==> src/rtl/adc_spi_sampler.sv <==
// ADC128S022 front end: continuous single-channel conversion, 16-bit frame deserialiser,
// optional box-car averaging, and a held 12-bit result for the thermometer comparator.
//
// state      | meaning
// -----------+---------------------------------------------------------------
// S_IDLE     | cs_n high, sclk high; waits for enable
// S_CS_SETUP | cs_n low, sclk high for CLK_DIV cycles before the first fall
// S_SHIFT    | 16 slots, each a low phase then a high phase of CLK_DIV cycles
// S_CS_HOLD  | cs_n low, sclk high for CLK_DIV cycles after the last rise
// S_GAP      | cs_n high for GAP_CYCLES, then next frame or back to idle
module adc_spi_sampler #(
   parameter int CLK_DIV    = 25,
   parameter int CHANNEL    = 0,
   parameter int AVG_LOG2   = 2,
   parameter int GAP_CYCLES = 16
) (
   input  logic        clk,
   input  logic        rst,
   input  logic        enable,
   output logic        adc_cs_n,
   output logic        adc_sclk,
   output logic        adc_din,
   input  logic        adc_miso,
   output logic [11:0] adc_dout,
   output logic        adc_valid
);

   typedef enum logic [2:0] {
      S_IDLE,
      S_CS_SETUP,
      S_SHIFT,
      S_CS_HOLD,
      S_GAP
   } state_t;

   localparam int TMR_MAX = (CLK_DIV > GAP_CYCLES) ? CLK_DIV : GAP_CYCLES;
   localparam int TMR_W   = $clog2(TMR_MAX + 1);
   localparam int ACC_W   = 12 + AVG_LOG2;
   localparam int CNT_W   = AVG_LOG2 + 1;

   localparam logic [TMR_W-1:0] DIV_LOAD = TMR_W'(CLK_DIV - 1);
   localparam logic [TMR_W-1:0] GAP_LOAD = TMR_W'(GAP_CYCLES - 1);
   localparam logic [TMR_W-1:0] TMR_ONE  = TMR_W'(1);
   localparam logic [CNT_W-1:0] CNT_LAST = CNT_W'((1 << AVG_LOG2) - 1);
   localparam logic [CNT_W-1:0] CNT_ONE  = CNT_W'(1);
   localparam logic [15:0]      DIN_WORD = {2'b00, 3'(CHANNEL), 11'd0};

   state_t             state, state_nxt;
   logic [TMR_W-1:0]   tmr, tmr_nxt, tmr_dec;
   logic [3:0]         slot, slot_nxt;
   logic               hi_phase, hi_nxt;

   logic               cs_n_d, sclk_d, din_d;
   logic               sample_en, frame_done;

   logic [11:0]        shreg;
   logic [ACC_W-1:0]   acc, sum;
   logic [CNT_W-1:0]   cnt;
   logic               primed;

   assign tmr_dec = tmr - TMR_ONE;
   assign sum     = acc + ACC_W'(shreg);

   always_ff @(posedge clk) begin
      if (rst) begin
         state    <= S_IDLE;
         tmr      <= '0;
         slot     <= '0;
         hi_phase <= 1'b0;
      end else begin
         state    <= state_nxt;
         tmr      <= tmr_nxt;
         slot     <= slot_nxt;
         hi_phase <= hi_nxt;
      end
   end

   always_comb begin
      state_nxt = state;
      tmr_nxt   = tmr;
      slot_nxt  = slot;
      hi_nxt    = hi_phase;
      case (state)
         S_IDLE: begin
            if (enable) begin
               state_nxt = S_CS_SETUP;
               tmr_nxt   = DIV_LOAD;
            end
         end
         S_CS_SETUP: begin
            if (tmr == '0) begin
               state_nxt = S_SHIFT;
               tmr_nxt   = DIV_LOAD;
               slot_nxt  = '0;
               hi_nxt    = 1'b0;
            end else begin
               tmr_nxt = tmr_dec;
            end
         end
         S_SHIFT: begin
            if (tmr == '0) begin
               tmr_nxt = DIV_LOAD;
               if (!hi_phase) begin
                  hi_nxt = 1'b1;
               end else if (slot == 4'd15) begin
                  state_nxt = S_CS_HOLD;
               end else begin
                  slot_nxt = slot + 4'd1;
                  hi_nxt   = 1'b0;
               end
            end else begin
               tmr_nxt = tmr_dec;
            end
         end
         S_CS_HOLD: begin
            if (tmr == '0) begin
               state_nxt = S_GAP;
               tmr_nxt   = GAP_LOAD;
            end else begin
               tmr_nxt = tmr_dec;
            end
         end
         S_GAP: begin
            if (tmr == '0) begin
               if (enable) begin
                  state_nxt = S_CS_SETUP;
                  tmr_nxt   = DIV_LOAD;
               end else begin
                  state_nxt = S_IDLE;
               end
            end else begin
               tmr_nxt = tmr_dec;
            end
         end
         default: state_nxt = S_IDLE;
      endcase
   end

   // Bus pins are decoded from the next state so the registered pins line up with the state
   always_comb begin
      cs_n_d     = 1'b1;
      sclk_d     = 1'b1;
      din_d      = 1'b0;
      sample_en  = (state == S_SHIFT) && !hi_phase && (tmr == '0);
      frame_done = (state == S_CS_HOLD) && (tmr == '0);
      case (state_nxt)
         S_CS_SETUP, S_CS_HOLD: cs_n_d = 1'b0;
         S_SHIFT: begin
            cs_n_d = 1'b0;
            sclk_d = hi_nxt;
            din_d  = DIN_WORD[4'd15 - slot_nxt];
         end
         default: ;
      endcase
   end

   // A 12-bit shifter fed all 16 slots naturally drops the four leading zero bits
   always_ff @(posedge clk) begin
      if (rst) begin
         adc_cs_n  <= 1'b1;
         adc_sclk  <= 1'b1;
         adc_din   <= 1'b0;
         adc_dout  <= 12'd4095;
         adc_valid <= 1'b0;
         shreg     <= '0;
         acc       <= '0;
         cnt       <= '0;
         primed    <= 1'b0;
      end else begin
         adc_cs_n  <= cs_n_d;
         adc_sclk  <= sclk_d;
         adc_din   <= din_d;
         adc_valid <= 1'b0;
         if (sample_en) begin
            shreg <= {shreg[10:0], adc_miso};
         end
         if (state == S_IDLE) begin
            acc    <= '0;
            cnt    <= '0;
            primed <= 1'b0;
         end else if (frame_done) begin
            if (!primed) begin
               primed <= 1'b1;
            end else if (cnt == CNT_LAST) begin
               adc_dout  <= 12'(sum >> AVG_LOG2);
               adc_valid <= 1'b1;
               acc       <= '0;
               cnt       <= '0;
            end else begin
               acc <= sum;
               cnt <= cnt + CNT_ONE;
            end
         end
      end
   end

endmodule

==> config.mk <==
export PLATFORM = sky130hd
export DESIGN_NAME = adc_spi_sampler
export DESIGN_NICKNAME = d
export VERILOG_FILES = /design/src/rtl/adc_spi_sampler.sv
export SDC_FILE = /design/constraint.sdc
export NUM_CORES = 1
export LEC_CHECK = 0
export CORE_ASPECT_RATIO = 0.6
export CORE_UTILIZATION = 30
export DETAILED_ROUTE_END_ITERATION = 16
export HOLD_SLACK_MARGIN = 0.03
export PLACE_DENSITY = 0.55
export SLEW_MARGIN = 10
export SYNTH_ARGS = -nofsm -noshare
export SYNTH_HDL_FRONTEND = slang
export SYNTH_SLANG_ARGS = --single-unit
==> constraint.sdc <==
create_clock -name clk -period 6.3 [get_ports clk]
set_input_delay 1.26 -clock clk [delete_from_list [all_inputs] [get_ports clk]]
set_output_delay 1.26 -clock clk [all_outputs]
set_load 0.02 [all_outputs]
==> results of run 1 <==
layer usage:
| metal | up-vias | share of wire | GRT usage |
|---|---|---|---|
| li1 | 1292 | - | - |
| met1 | 1164 | 0.58 | 0.2363 |
| met2 | 64 | 0.34 | 0.1700 |
| met3 | 5 | 0.074 | 0.04293 |
| met4 | 0 | 0.0083 | 0.04483 |
| met5 | - | 0 | 0 |
layout make-up:
type / count / area (µm²)
Timing Repair Buffer: 19 / 187.7
Sequential cell: 58 / 1161
Clock buffer: 10 / 239.0
Tap cell: 135 / 168.9
Clock inverter: 5 / 102.6
Inverter: 12 / 45.04
Multi-Input combinational cell: 266 / 1768
Fill cell: 1013 / 6207
power breakdown:
part	internal (mW)	switching, mW	leakage, nW	total, mW
Clock	0.393	0.168	0.165	0.561
Combinational	0.112	0.168	0.742	0.280
Sequential	0.392	0.0473	0.470	0.439
stage by stage:
stage	instances	instance area, µm²
2_1_floorplan	356	3060
3_3_place_gp	490	3331
3_5_place_dp	490	3331
4_1_cts	505	3672
5_1_grt	505	3672
6_report	505	3672
tightest hold or removal path, stage by stage (launching register included):
cell and delay [ns]:
dfxtp_1 0.31, inv_1 0.06, a211oi_1 0.04
final timing paths:
path	startpoint	endpoint	slack [ns]	cells after the start
min	cnt[2]	cnt[2]	0.45	2
min reg2reg	cnt[2]	cnt[2]	0.45	2
max reg2reg	tmr[0]	adc_dout[8]	3.54	7
max	rst	acc[12]	3.25	7
registers in the layout, indices dropped and copies added (netlist names):
name / count
adc_cs_n: 1
adc_valid: 1
hi_phase: 1
acc: 14
adc_dout: 12
slot: 4
shreg: 12
primed: 1
tmr: 5
cnt: 3
state: 3
adc_sclk: 1
cell families after synthesis:
| kind of cell | count (synthesis) | share of synthesized area |
|---|---|---|
| adders and majority gates | 17 | 0.07195 |
| DFF | 58 | 0.3794 |
| muxes | 14 | 0.04579 |
| AOI/OAI and AO/OA | 104 | 0.2179 |
| other | 1 | 0.001225 |
| buffers and inverters | 32 | 0.04293 |
| and+or+nand+nor | 114 | 0.1950 |
| xor gates and xnor gates | 16 | 0.04579 |
cell usage in the layout, fill, tap and decap left out, types with 3 or more instances in the layout:
cell type         n
nand2_1          22
nand3_1           8
o21ai_0          22
a211o_1           4
inv_1            11
a31oi_1           4
nor2b_1           6
xnor2_1           7
xor2_1            9
dfxtp_1          58
nand2b_1          4
o31ai_1           4
a21o_1            5
and3_1            4
clkbuf_16         9
nor3_1            9
mux2i_1          14
a21oi_1          35
clkdlybuf4s50_1  18
o21a_1            4
o21bai_1          4
ha_1             16
nor2_1           45
bufinv_16         3
==> summary.md, run 1 <==
| Metric | Value |
|---|---|
| Critical path's slowest cell | `o21bai_1` |
| Die height | `80.24 µm` |
| Worst Setup End Kind | `register` |
| Overflow after GRT | `0` |
| Row count | `28` |
| Area delta synth->final | `19.99%` |
| Peak supply drop | `between 0.1 and 0.15 mV` |
| #FFs+latches synth | `58` |
| Outcome | `complete, no violations` |
| Sink Count | `58` |
| Die area | `10620 µm²` |
| Critical path launch point type | `input pin` |
| Layout cell share with drive strength beyond 1 | `0.06757` |
| Clk_lat worst skew | `0.33 ns` |
| Dpl hpwl | `~5200 µm` |
| Setup Buffers After CTS | `0` |
| Post-CTS sizing | `0` |
| PD cells | `348.8 nW/µm²` |
| Synth area leaders | `dfxtp_1 38%, ha_1 6.5%, a21oi_1 5.7%` |
| Hold_buf cts | `0` |
| Max Fclk | `327.9 MHz` |
| Synth cell types | `59` |
| First-pass GRT wire length | `around 12000 µm` |
| Residual DRC | `0` |
| Power consumption | `1.281 mW` |
| RSZ-0062 raised after global routing | `no` |
| Worst-case clock buffer depth | `2` |
| CORE AREA | `roughly 9900 µm²` |
| Synth warn | `0` |
| DIE WIDTH | `132.4 µm` |
| Synth top cells by count | `58 x dfxtp_1, 45 x nor2_1, 35 x a21oi_1` |
| Worst-path clk slew | `0.05 ns` |
| Worst Path Required | `approximately 6.6 ns` |
| Slowest stage delay, CP | `between 0.4 and 0.5 ns` |
| DR vias/cell | `5.000` |
| Final Cycle Share | `0.4840` |
| Critical-path cell list | `clkdlybuf4s50_1 > buf_4 > o21bai_1 > nor3_4 > inv_2 > o32a_1 > mux2i_1` |
| Post-synth EDFFs | `0` |
| # IOs | `20` |
| Port buffer count | `18` |
| Synthesized area | `3060 µm²` |
| Hold Path Class | `register to register` |
| Post-Synthesis Mean Instance Area | `8.597 µm²` |
| WL/cell | `14.09 µm` |
| Max cap viols | `0` |
| Worst hold margin | `approximately 0.45 ns` |
| Worst Slack Setup Final | `3.251 ns` |
| Ant. Diodes | `0` |
| Dpl ws | `between 2 and 3 ns` |
| TNS Setup | `0 ns` |
| Pre-antenna DRT Iters | `4` |
| CP Max Fanout | `37` |
| Asr flop ratio synth | `0` |
| Fin util | `0.3717` |
| Clk root buf | `clkbuf_16` |
| Min cycle time layout | `between 3 and 4 ns` |
| TritonCTS buffer count | `9` |
| Leakage Power | `1.376 nW` |
| Post-synthesis cell count | `356` |
| Final slew viol count | `0` |
| Crit path arrival time | `3.31 ns` |
| Pin count of the biggest net entering global routing | `38` |
| Initial drt markers | `233` |
| Initial antenna violation count | `0` |
| Cell family with most CP delay | `compound AO/OA/AOI/OAI gates` |
| Vias in the first global route | `between 2000 and 2500` |
| CP bufs+invs | `3` |
| Main synth FF type | `dfxtp_1` |
| Nets | `387` |
| Setup violators final | `0` |
| Worst Tran Pin Value | `approximately 1.1 ns` |
| CTS tree | `built` |
| Global placer's final weighted congestion | `0.8340` |
| Most frequent cell after synthesis | `dfxtp_1` |
| Critical setup path kind | `input pin to register` |
| Rel. slew slack | `0.2881` |
| Clock H-tree levels | `3` |
| Final hold violation count | `0` |
| Initial core utilization | `0.3098` |
| Via Count | `2525` |
| Post-route ant nets | `0` |
| Area fraction of the dominant cell type after synthesis | `0.3794` |
| Syn Nets | `roughly 380` |
| Global Route Usage Sum | `0.1463` |
| WL final | `7117 µm` |
| Setup Skew | `0.01792 ns` |
| Cell taking the most area after synthesis | `dfxtp_1` |
| Post-synthesis sequential area ratio | `0.3794` |
Power figures use the tool's default switching activity.
==> run 2: changes to the inputs <==
clock period = 3.15 ns   (was 6.3 ns; I/O delays follow)
==> run 2 against run 1 <==
Via count increased by 2.1%. Largest cell class unchanged. Combinational power up 110%. Register-to-register slack got worse by 3.0 ns. Non-clock buffer count rose by 6. Die area unchanged. Final area grew 0.92%. Worst hold slack worse by 0.012 ns. Setup slack got worse by 2.7 ns. Critical path depth is the same. Count of clock-buffer cells in the layout grew 2. Sequential power grew 99%. First-iteration DRC count fell by 39%.
==> summary.md, run 2 (synthesis results as in run 1) <==
| Metric | Value |
|---|---|
| Outcome | `complete, no violations` |
| Critical-path cell list | `nor2b_1 > and4_1 > nand2_1 > buf_4 > inv_1 > nor2_1 > o21bai_1` |
| Initial drt markers | `around 140` |
| Global Route Usage Sum | `0.1497` |
| Max Fclk | `slightly below 400 MHz` |
| First-pass GRT wire length | `around 12000 µm` |
| WL final | `7410 µm` |
| Global placer's final weighted congestion | `0.8514` |
| Slowest stage delay, CP | `0.59 ns` |
| Dpl hpwl | `5300 µm` |
| Worst-case clock buffer depth | `2` |
| Final Cycle Share | `0.8235` |
| Top reg by flops | `acc` |
| Critical path's slowest cell | `dfxtp_1` |
| Die height | `80.24 µm` |
| Rel. slew slack | `0.4388` |
| Peak supply drop | `about 0.25 mV` |
| DR vias/cell | `5.035` |
| Worst Setup End Kind | `register` |
| Hold Path Class | `register to register` |
| Overflow after GRT | `0` |
| Clk_lat worst skew | `~0.34 ns` |
| Area delta synth->final | `21.10%` |
| CP Max Fanout | `22` |
| Placed cell areas | `3376 µm²` |
| Post-route cell area | `3706 µm²` |
| Die area | `10620 µm²` |
| Worst-path clk slew | `0.05 ns` |
| Initial core utilization | `0.3098` |
| PD cells | `~700 nW/µm²` |
| Nets | `393` |
| Max cap viols | `0` |
| Pin count of the biggest net entering global routing | `37` |
| Worst Path Required | `3.42 ns` |
| Crit path arrival time | `around 2.9 ns` |
| Setup Buffers After CTS | `0` |
| Setup violators final | `0` |
| Biggest registers after layout | `acc x14, adc_dout x12, shreg x12` |
| CORE AREA | `9879 µm²` |
| Residual DRC | `0` |
| RSZ-0062 raised after global routing | `no` |
| TritonCTS buffer count | `9` |
| Max reg flops | `14` |
| Pre-antenna DRT Iters | `4` |
| Fin cells | `512` |
| Min cycle time layout | `2.594 ns` |
| Row count | `28` |
| Port buffer count | `18` |
| Final slew viol count | `0` |
| Worst Tran Pin Value | `0.8401 ns` |
| Dpl cells | `496` |
| Hold_buf cts | `0` |
| Post-route ant nets | `0` |
| Critical setup path kind | `register to register` |
| Setup Skew | `around 0.012 ns` |
| CTS tree | `built` |
| Commonest non-fill, non-tap cell in the layout | `dfxtp_1` |
| Post-CTS sizing | `0` |
| Via Count | `2578` |
| TNS Setup | `0 ns` |
| Final hold violation count | `0` |
| Layout cell share with drive strength beyond 1 | `0.08223` |
| Sink Count | `58` |
| DIE WIDTH | `132.4 µm` |
| Vias in the first global route | `2286` |
| WL/cell | `14.47 µm` |
| Critical path launch point type | `register` |
| Leakage Power | `1.404 nW` |
| Ant. Diodes | `0` |
| Initial antenna violation count | `0` |
| # IOs | `20` |
| Clock H-tree levels | `3` |
| Clk root buf | `clkbuf_16` |
| Commonest cells after routing, fill and taps aside | `58 x dfxtp_1, 45 x nor2_1, 35 x a21oi_1, 22 x o21ai_0, 22 x nand2_1` |
## run 2: cell types whose count changed in the layout (fill, tap and decap cells not counted), sizes merged
cell	previous run	this run
clkinv	1	2
bufinv	3	2
clkinvlp	1	0
buf	1	7
clkbuf	10	12
## run 2: final timing paths
| check | startpoint | end | slack (ns) | depth (start not counted) |
|---|---|---|---|---|
| setup / recovery | state[1] | adc_dout[2] | 0.56 | 7 |
| hold / removal | cnt[2] | cnt[2] | 0.44 | 2 |
| setup reg to reg | state[1] | adc_dout[2] | 0.56 | 7 |
| hold reg to reg | cnt[2] | cnt[2] | 0.44 | 2 |
## run 2: final cells by class
type,instances,area [µm²]
clock buffer,12,256.5
clock inverter,4,73.82
fill,1014,6173
inverter,12,45.04
multi-input combinational,266,1768
sequential,58,1161
tap,135,168.9
timing repair buffer,25,232.7
## run 2: through the flow
step	worst slack [ns]	hold slack [ns]	util	power, mW
floorplan	1.069	0.4100	-	1.328
global placement	0.7385	0.4192	0.3417	1.470
detailed placement	0.5660	0.4283	0.3417	1.472
CTS	0.5705	0.4366	0.3751	2.565
global route	0.2981	0.4551	0.3751	2.678
finish	0.5558	0.4377	0.3751	2.546
## run 2: critical path: cells and delay by family, from the launching register on
kind / cells / cell delay, ns
DFF: 1 / 0.59
buffers and inverters: 2 / 0.36
AOI/OAI and AO/OA: 1 / 0.12
and+or+nand+nor: 4 / 1.44
## run 2: where the power goes
part | internal [mW] | switching [mW]
clock | 0.735 | 0.344
combinational | 0.243 | 0.349
sequential | 0.783 | 0.0916
total | 1.76 | 0.785
## run 2: layer usage
layer,global-route usage,routed length [µm],vias to the layer above
met5,0,0,-
met4,0.06207,74,0
met3,0.05682,635,8
met2,0.1711,2506,93
met1,0.2307,4194,1179
li1,-,-,1298
